### src/rtl/fflop_pkg.sv
// rtl/fflop_pkg.sv - shared state encoding and widths for the fflop shelf
package fflop_pkg;

  typedef enum logic [1:0] {
    EMPTY = 2'b00,
    BUSY  = 2'b01,
    FULL  = 2'b10
  } state_e;

  localparam int STAT_W = 16;

endpackage

### src/rtl/a_latch.sv
// rtl/a_latch.sv - enabled data register with async active-low reset
module a_latch #(
  parameter int              SIZE    = 8,
  parameter logic [SIZE-1:0] RST_VAL = {SIZE{1'b0}}
) (
  input  logic            clk,
  input  logic            rst_n,
  input  logic            ena,
  input  logic [SIZE-1:0] idat,
  output logic [SIZE-1:0] odat
);

  logic [SIZE-1:0] dat_d;
  logic [SIZE-1:0] dat_q;

  always_comb begin
    dat_d = dat_q;
    if (ena) dat_d = idat;
  end

  always_ff @(posedge clk or negedge rst_n) begin
    if (!rst_n) dat_q <= RST_VAL;
    else        dat_q <= dat_d;
  end

  assign odat = dat_q;

endmodule

### src/rtl/a_skid_buf.sv
// rtl/a_skid_buf.sv - two-entry valid/ready skid buffer, registered i_rdy/o_vld
// Optional stall counter output stall_cnt when A_SKID_BUF_STAT_EN is defined.
module a_skid_buf
  import fflop_pkg::*;
#(
  parameter int              SIZE    = 8,
  parameter logic [SIZE-1:0] RST_VAL = {SIZE{1'b0}}
) (
  input  logic              clk,
  input  logic              rst_n,
  input  logic              i_vld,
  output logic              i_rdy,
  input  logic [SIZE-1:0]   idat,
  output logic              o_vld,
  input  logic              o_rdy,
  output logic [SIZE-1:0]   odat
`ifdef A_SKID_BUF_STAT_EN
  ,
  output logic [STAT_W-1:0] stall_cnt
`endif
);

  state_e          state_d;
  state_e          state_q;
  logic            load_main;
  logic            load_skid;
  logic            sel_skid;
  logic            in_xfer;
  logic            out_xfer;
  logic [SIZE-1:0] skid_dat;
  logic [SIZE-1:0] main_din;

  // Handshake outputs decode only the state register, so o_rdy never reaches i_rdy.
  assign i_rdy    = (state_q == EMPTY) || (state_q == BUSY);
  assign o_vld    = (state_q == BUSY)  || (state_q == FULL);
  assign in_xfer  = i_vld && i_rdy;
  assign out_xfer = o_vld && o_rdy;

  always_comb begin
    state_d   = state_q;
    load_main = 1'b0;
    load_skid = 1'b0;
    sel_skid  = 1'b0;
    case (state_q)
      EMPTY: begin
        if (in_xfer) begin
          state_d   = BUSY;
          load_main = 1'b1;
        end
      end
      BUSY: begin
        if (in_xfer && out_xfer) begin
          load_main = 1'b1;
        end else if (in_xfer) begin
          state_d   = FULL;
          load_skid = 1'b1;
        end else if (out_xfer) begin
          state_d   = EMPTY;
        end
      end
      FULL: begin
        if (out_xfer) begin
          state_d   = BUSY;
          load_main = 1'b1;
          sel_skid  = 1'b1;
        end
      end
      default: state_d = EMPTY;
    endcase
  end

  always_ff @(posedge clk or negedge rst_n) begin
    if (!rst_n) state_q <= EMPTY;
    else        state_q <= state_d;
  end

  assign main_din = sel_skid ? skid_dat : idat;

  a_latch #(.SIZE(SIZE), .RST_VAL(RST_VAL)) u_main (
    .clk   (clk),
    .rst_n (rst_n),
    .ena   (load_main),
    .idat  (main_din),
    .odat  (odat)
  );

  a_latch #(.SIZE(SIZE), .RST_VAL(RST_VAL)) u_skid (
    .clk   (clk),
    .rst_n (rst_n),
    .ena   (load_skid),
    .idat  (idat),
    .odat  (skid_dat)
  );

`ifdef A_SKID_BUF_STAT_EN
  logic [STAT_W-1:0] stall_cnt_d;
  logic [STAT_W-1:0] stall_cnt_q;

  always_comb begin
    stall_cnt_d = stall_cnt_q;
    if (o_vld && !o_rdy && (stall_cnt_q != {STAT_W{1'b1}}))
      stall_cnt_d = stall_cnt_q + 1'b1;
  end

  always_ff @(posedge clk or negedge rst_n) begin
    if (!rst_n) stall_cnt_q <= '0;
    else        stall_cnt_q <= stall_cnt_d;
  end

  assign stall_cnt = stall_cnt_q;
`endif

endmodule

### config.mk
export PLATFORM = sky130hd
export DESIGN_NAME = a_skid_buf
export DESIGN_NICKNAME = d
export VERILOG_FILES = /design/src/rtl/fflop_pkg.sv /design/src/rtl/a_latch.sv /design/src/rtl/a_skid_buf.sv
export SDC_FILE = /design/constraint.sdc
export NUM_CORES = 1
export LEC_CHECK = 0
export ABC_AREA = 1
export CAP_MARGIN = 20
export CORE_MARGIN = 4
export CORE_UTILIZATION = 30
export DETAILED_ROUTE_END_ITERATION = 7
export GPL_ROUTABILITY_DRIVEN = 0
export HOLD_SLACK_MARGIN = 0.1
export PLACE_DENSITY = 0.59
export SKIP_CTS_REPAIR_TIMING = 1
export SYNTH_ARGS = -nofsm -noshare
export SYNTH_HDL_FRONTEND = slang
export SYNTH_SLANG_ARGS = --single-unit
### constraint.sdc
create_clock -name clk -period 4.2 [get_ports clk]
set_clock_uncertainty 0.2 [all_clocks]
set_input_delay 0.84 -clock clk [delete_from_list [all_inputs] [get_ports clk]]
set_output_delay 0.84 -clock clk [all_outputs]
set_load 0.02 [all_outputs]
==> run summary, run 1 <==
max cap viols - 0
worst r2r path cells - 8
setup violators final - 0
slowest stage delay, CP - 0.69 ns
Sink Count - 18
most numerous cell in the Yosys netlist - nand2_1
hold path depth - 2
Detail Route Antenna Nets - 0
DP HPWL - 1.770 mm
Yosys top cell by area - dfrtp_1
final period utilization - 73.23%
final hold viol count - 0
share of cells above drive strength 1 - 7.285%
RR Startpoint - state_q[1]
Die W - 66.98 um
clk root buf - clkbuf_4
clock share of power - 11.9%
Syn-to-layout area delta - 24.58%
post-synthesis instance total - 131
top cells by area, synth - dfrtp_1, nand2_1, nand3_1
Async S/R FF share, synth - 100.0%
Max-slew headroom - 47.28%
drt wl/cell - 11.16 um
Syn Nets - 147
final WL - 2.198 mm
CP required - 3.16 ns
row count - 21
largest net degree at the start of global routing - 19
GRT overflow - 0
CP max stage cell - clkdlybuf4s50_1
DR pass1 iterations - 5
peak supply drop - 236.9 uV
vias - 882
H-tree depth - 1
Tmin final - 3.076 ns
CTS tree - yes
post-layout util - 38.96%
Post-synth EDFFs - 0
vias in the first global route - 930
critical path type - register to output port
vias per std cell - 4.477
io pins - 22
Final Slew Violations - 0
register area share after synthesis - 43.17%
dominant synthesized flop cell - dfrtp_1
core outline area - 0.003337 mm^2
crit path from - state_q[1]
crit path to - o_vld
Die Span Y - 66.98 um
DIE AREA - 0.004486 mm^2
NetSw - 0.3976 mW
ant diodes - 0
critical path's top delay family - buffers and inverters
fin area - 0.001300 mm^2
dpl cells - 193
CP Cell Sequence - inv_1 -> ha_1 -> clkdlybuf4s50_1
Final Non-Filler Cells - 197
WP buf/inv - 2
first-pass GRT wire length - 3.974 mm
Seq pwr share - 33.8%
leakage - 0.6790 nW
Syn Area/Cell - 7.966 um^2
Slew @ Worst Pin - 0.7883 ns
Synthesis Warnings - 0
Pwr Total - 0.8958 mW
setup_tns - 0 ns
initial antenna violation count - 0
unrepaired setup endpoints after global routing - false
top cell type's share of synthesized area - 43.17%
Worst Setup Start Kind - register
DRC - 0
Crit Path Max Fanout - 11
port bufs - 21
DP Area - 0.001264 mm^2
total CTS buffers - 3
effective utilization at floorplan - 31.27%
Int Pwr - 0.4982 mW
register bit total from synthesis - 18
endpoint class of the critical path - output port
Power Density - 689.1 mW/mm^2
Longest Clk Path Bufs - 2
sw frac - 44.39%
nets - 168
Commonest cells post-synth - nand2_1, nand3_1, dfrtp_1
clock latency at the later pin of the worst-skew pair - 0.29 ns
reg2reg setup slack - 2.07 ns
Worst path depth - 3
clk slew on worst S/H paths - 0.10 ns
Initial DRC Count - 48
Gate power share - 54.3%
Yosys cell types - 17
cell area after synthesis - 0.001044 mm^2
Critical Path AT - 2.04 ns
reg2reg end - u_main.odat[4]
hold crit path type - register to register
outcome - complete, no violations
global-route usage over all layers - 11.61%
FMAX - 325.1 MHz
cell families after synthesis:
family | synth area share (%)
AOI/OAI and AO/OA | 2.278
buffers and inverters | 7.434
and+or+nand+nor | 42.33
adders and majority gates | 4.796
DFF | 43.17
worst register-to-register path, cell delays in order (launching register included):
cell and delay, ns:
dfrtp_1 0.41, inv_1 0.08, ha_1 0.56, nand2_4 0.20
inv_1 0.14, nand2_1 0.06, nand3_1 0.21, nand3_1 0.12
nand2_1 0.09
through the flow:
stage,hold slack (ns),setup WS (ns)
4_1_cts,0.2899,1.110
6_report,0.2830,1.124
3_3_place_gp,0.2604,1.511
2_1_floorplan,0.2422,2.281
5_1_grt,0.3020,0.9882
3_5_place_dp,0.2625,1.459
layout by cell type, fill, tap and decap left out:
cell / instances
a21oi_1: 1
clkbuf_4: 3
clkbuf_8: 1
clkdlybuf4s50_1: 21
dfrtp_1: 18
ha_1: 4
inv_1: 8
nand2_1: 58
nand2_2: 2
nand2_4: 1
nand3_1: 19
nand3_4: 1
nand4_1: 8
nor2_1: 3
nor2_2: 1
nor2_8: 1
o21bai_4: 1
cell type report:
class / count / area, um^2
Fill cell: 355 / 2037
Multi-Input combinational cell: 100 / 515.5
Sequential cell: 18 / 450.4
Timing Repair Buffer: 21 / 210.2
Tap cell: 46 / 57.56
Clock buffer: 4 / 36.28
Inverter: 8 / 30.03
state kept, by name (all words and copies together), names as in the netlist:
signal	count
state_q	2
u_main.odat	8
u_skid.odat	8
worst min-delay path by stage:
stage              startpoint             end  slack, ns
3_5_place_dp   u_skid.odat[7]  u_skid.odat[7]       0.26
3_3_place_gp   u_main.odat[4]  u_main.odat[4]       0.26
5_1_grt        u_main.odat[1]  u_main.odat[1]       0.30
4_1_cts        u_main.odat[3]  u_main.odat[3]       0.29
6_report       u_main.odat[1]  u_main.odat[1]       0.28
2_1_floorplan  u_skid.odat[0]  u_skid.odat[0]       0.24
power by group through the flow:
stage          clock (mW)  sequential (mW)  combinational, mW
2_1_floorplan           0            0.343              0.307
3_3_place_gp            0            0.305              0.478
3_5_place_dp            0            0.307              0.494
4_1_cts             0.112            0.304              0.494
5_1_grt             0.120            0.312              0.543
6_report            0.107            0.302              0.487
routing by layer:
layer / wire [um] / global-route usage, % / vias up
li1: - / - / 460
met1: 978 / 13.99 / 401
met2: 1103 / 20.17 / 16
met3: 77 / 2.192 / 5
met4: 38 / 4.557 / 0
met5: 0 / 0 / -
(Power assumes the default switching activity.)
==> inputs of run 2 (changes only) <==
- clock period: 4.2 -> 3 ns (I/O delays scaled with it)
==> run summary, run 2 (synthesized netlist as in run 1, its figures left out) <==
DR top layer - met4 (unchanged)
Min Hold Slack - 0.2852 ns (was 0.2830 ns)
clk slew on worst S/H paths - 0.10 ns (about the same)
metal3 WL - 95 um (was 77 um)
Die W - 66.98 um (unchanged)
DIE AREA - 0.004486 mm^2 (unchanged)
H-tree depth - 1 (unchanged)
initial antenna violation count - 0 (unchanged)
Power Density - 960.7 mW/mm^2 (was 689.1 mW/mm^2)
post-layout util - 39.18% (was 38.96%)
peak supply drop - 298.6 uV (was 236.9 uV)
CTS tree - yes (unchanged)
max cap viols - 0 (unchanged)
FMAX - 396.3 MHz
WP buf/inv - 3 (was 2)
leakage - 0.6839 nW (was 0.6790 nW)
setup violators final - 0 (unchanged)
RR Startpoint - state_q[0] (was state_q[1])
first-pass GRT wire length - 3.884 mm (was 3.974 mm)
Die Span Y - 66.98 um (unchanged)
Max-slew headroom - 46.23% (was 47.28%)
Slew @ Worst Pin - 0.8041 ns (was 0.7883 ns)
final WL - 2.206 mm (was 2.198 mm)
total CTS buffers - 3 (unchanged)
Worst path depth - 5 (was 3)
Sink Count - 18 (unchanged)
Reg area - 450.4 um^2 (unchanged)
vias per std cell - 4.611 (was 4.477)
commonest non-fill, non-tap cell in the layout - nand2_1 (unchanged)
clk root buf - clkbuf_4 (unchanged)
most used cell, CP - inv_1
WL met1 - 967 um (was 978 um)
footprint of the multi-input gates - 515.5 um^2 (unchanged)
Syn-to-layout area delta - 25.30% (was 24.58%)
GRT overflow - 0 (unchanged)
CP required - 2.20 ns (was 3.16 ns)
Initial DRC Count - 37 (was 48)
row count - 21 (unchanged)
crit path from - state_q[0] (was state_q[1])
commonest cells after routing, fill and taps aside - nand2_1, clkdlybuf4s50_1, nand3_1 (unchanged)
DR pass1 iterations - 4 (was 5)
Critical Path AT - 1.72 ns (was 2.04 ns)
Crit Path Max Fanout - 4 (was 11)
Final Slew Violations - 0 (unchanged)
Detail Route Antenna Nets - 0 (unchanged)
DP HPWL - 1.789 mm (was 1.770 mm)
met2 WL - 1.100 mm (was 1.103 mm)
vias in the first global route - 913 (was 930)
critical path's top delay family - buffers and inverters (unchanged)
worst r2r path cells - 9 (was 8)
Tmin final - 2.523 ns
reg2reg setup slack - 0.97 ns (was 2.07 ns)
vias - 913 (was 882)
crit path to - i_rdy (was o_vld)
global-route usage over all layers - 11.55% (was 11.61%)
nets - 169 (was 168)
Worst Setup Start Kind - register (unchanged)
drt wl/cell - 11.14 um (was 11.16 um)
hold crit path type - register to register (unchanged)
Longest Clk Path Bufs - 2 (unchanged)
effective utilization at floorplan - 31.27% (unchanged)
core outline area - 0.003337 mm^2 (unchanged)
CP Cell Sequence - inv_1 -> ha_1 -> nor2_1 -> inv_1 -> clkdlybuf4s50_1 (was inv_1 -> ha_1 -> clkdlybuf4s50_1)
final period utilization - 84.11%
port bufs - 21 (unchanged)
setup_tns - 0 ns (unchanged)
clock latency at the later pin of the worst-skew pair - 0.29 ns (about the same)
reg2reg end - u_main.odat[0] (was u_main.odat[4])
share of cells above drive strength 1 - 7.895% (was 7.285%)
# fillers - 354 (was 355)
ant diodes - 0 (unchanged)
io pins - 22 (unchanged)
DRC - 0 (unchanged)
final hold viol count - 0 (unchanged)
largest net degree at the start of global routing - 19 (unchanged)
slowest stage delay, CP - 0.53 ns (was 0.69 ns)
CP max stage cell - clkdlybuf4s50_1 (unchanged)
critical path type - register to output port (unchanged)
unrepaired setup endpoints after global routing - false (unchanged)
outcome - complete, no violations (unchanged)
endpoint class of the critical path - output port (unchanged)
[run 2: cell count changes in the layout (fill, tap and decap cells not counted), sizes merged]
cell | previous run | this run
buf | 0 | 1
[run 2: through the flow]
step	setup WS [ns]	power, mW	cells	area [um^2]
final	0.4766	1.256	198	1308
after global routing	0.3628	1.380	198	1308
after CTS	0.4464	1.277	198	1308
after detailed placement	0.5443	1.128	194	1271
after global placement	0.6007	1.111	194	1271
after floorplan	1.160	0.9088	131	1044
[run 2: worst min path at each step]
| stage | start | slack, ns | end | cells after the start |
|---|---|---|---|---|
| after floorplan | rst_n | 0.10 | state_q[0] | 0 |
| after global placement | u_skid.odat[5] | 0.26 | u_skid.odat[5] | 2 |
| after detailed placement | u_main.odat[5] | 0.26 | u_main.odat[5] | 2 |
| after CTS | u_main.odat[5] | 0.29 | u_main.odat[5] | 2 |
| after global routing | u_skid.odat[6] | 0.32 | u_skid.odat[6] | 2 |
| final | u_skid.odat[5] | 0.29 | u_skid.odat[5] | 2 |
[run 2: cell type report]
class | instances | share of cell area (%)
multi-input combinational | 100 | 39.43
clock buffer | 4 | 2.775
tap | 46 | 4.402
inverter | 8 | 2.297
sequential | 18 | 34.45
timing repair buffer | 22 | 16.65
[run 2: metal layers]
metal	up-vias	track usage, %
li1	464	-
met1	417	13.40
met2	25	19.80
met3	7	3.373
met4	0	4.557
met5	-	0
[run 2: worst register-to-register path: cells and delay by family (launching register included)]
family / cells / cell delay (ns)
buffers and inverters: 3 / 0.37
adders and majority gates: 1 / 0.31
and+or+nand+nor: 5 / 0.64
DFF: 1 / 0.41
[run 2: where the power goes]
part	internal (mW)	total, mW	leakage (nW)	switching (mW)
combinational	0.275	0.684	0.439	0.409
sequential	0.357	0.425	0.224	0.0679
clock	0.0740	0.147	0.0210	0.0731
total	0.706	1.26	0.684	0.550
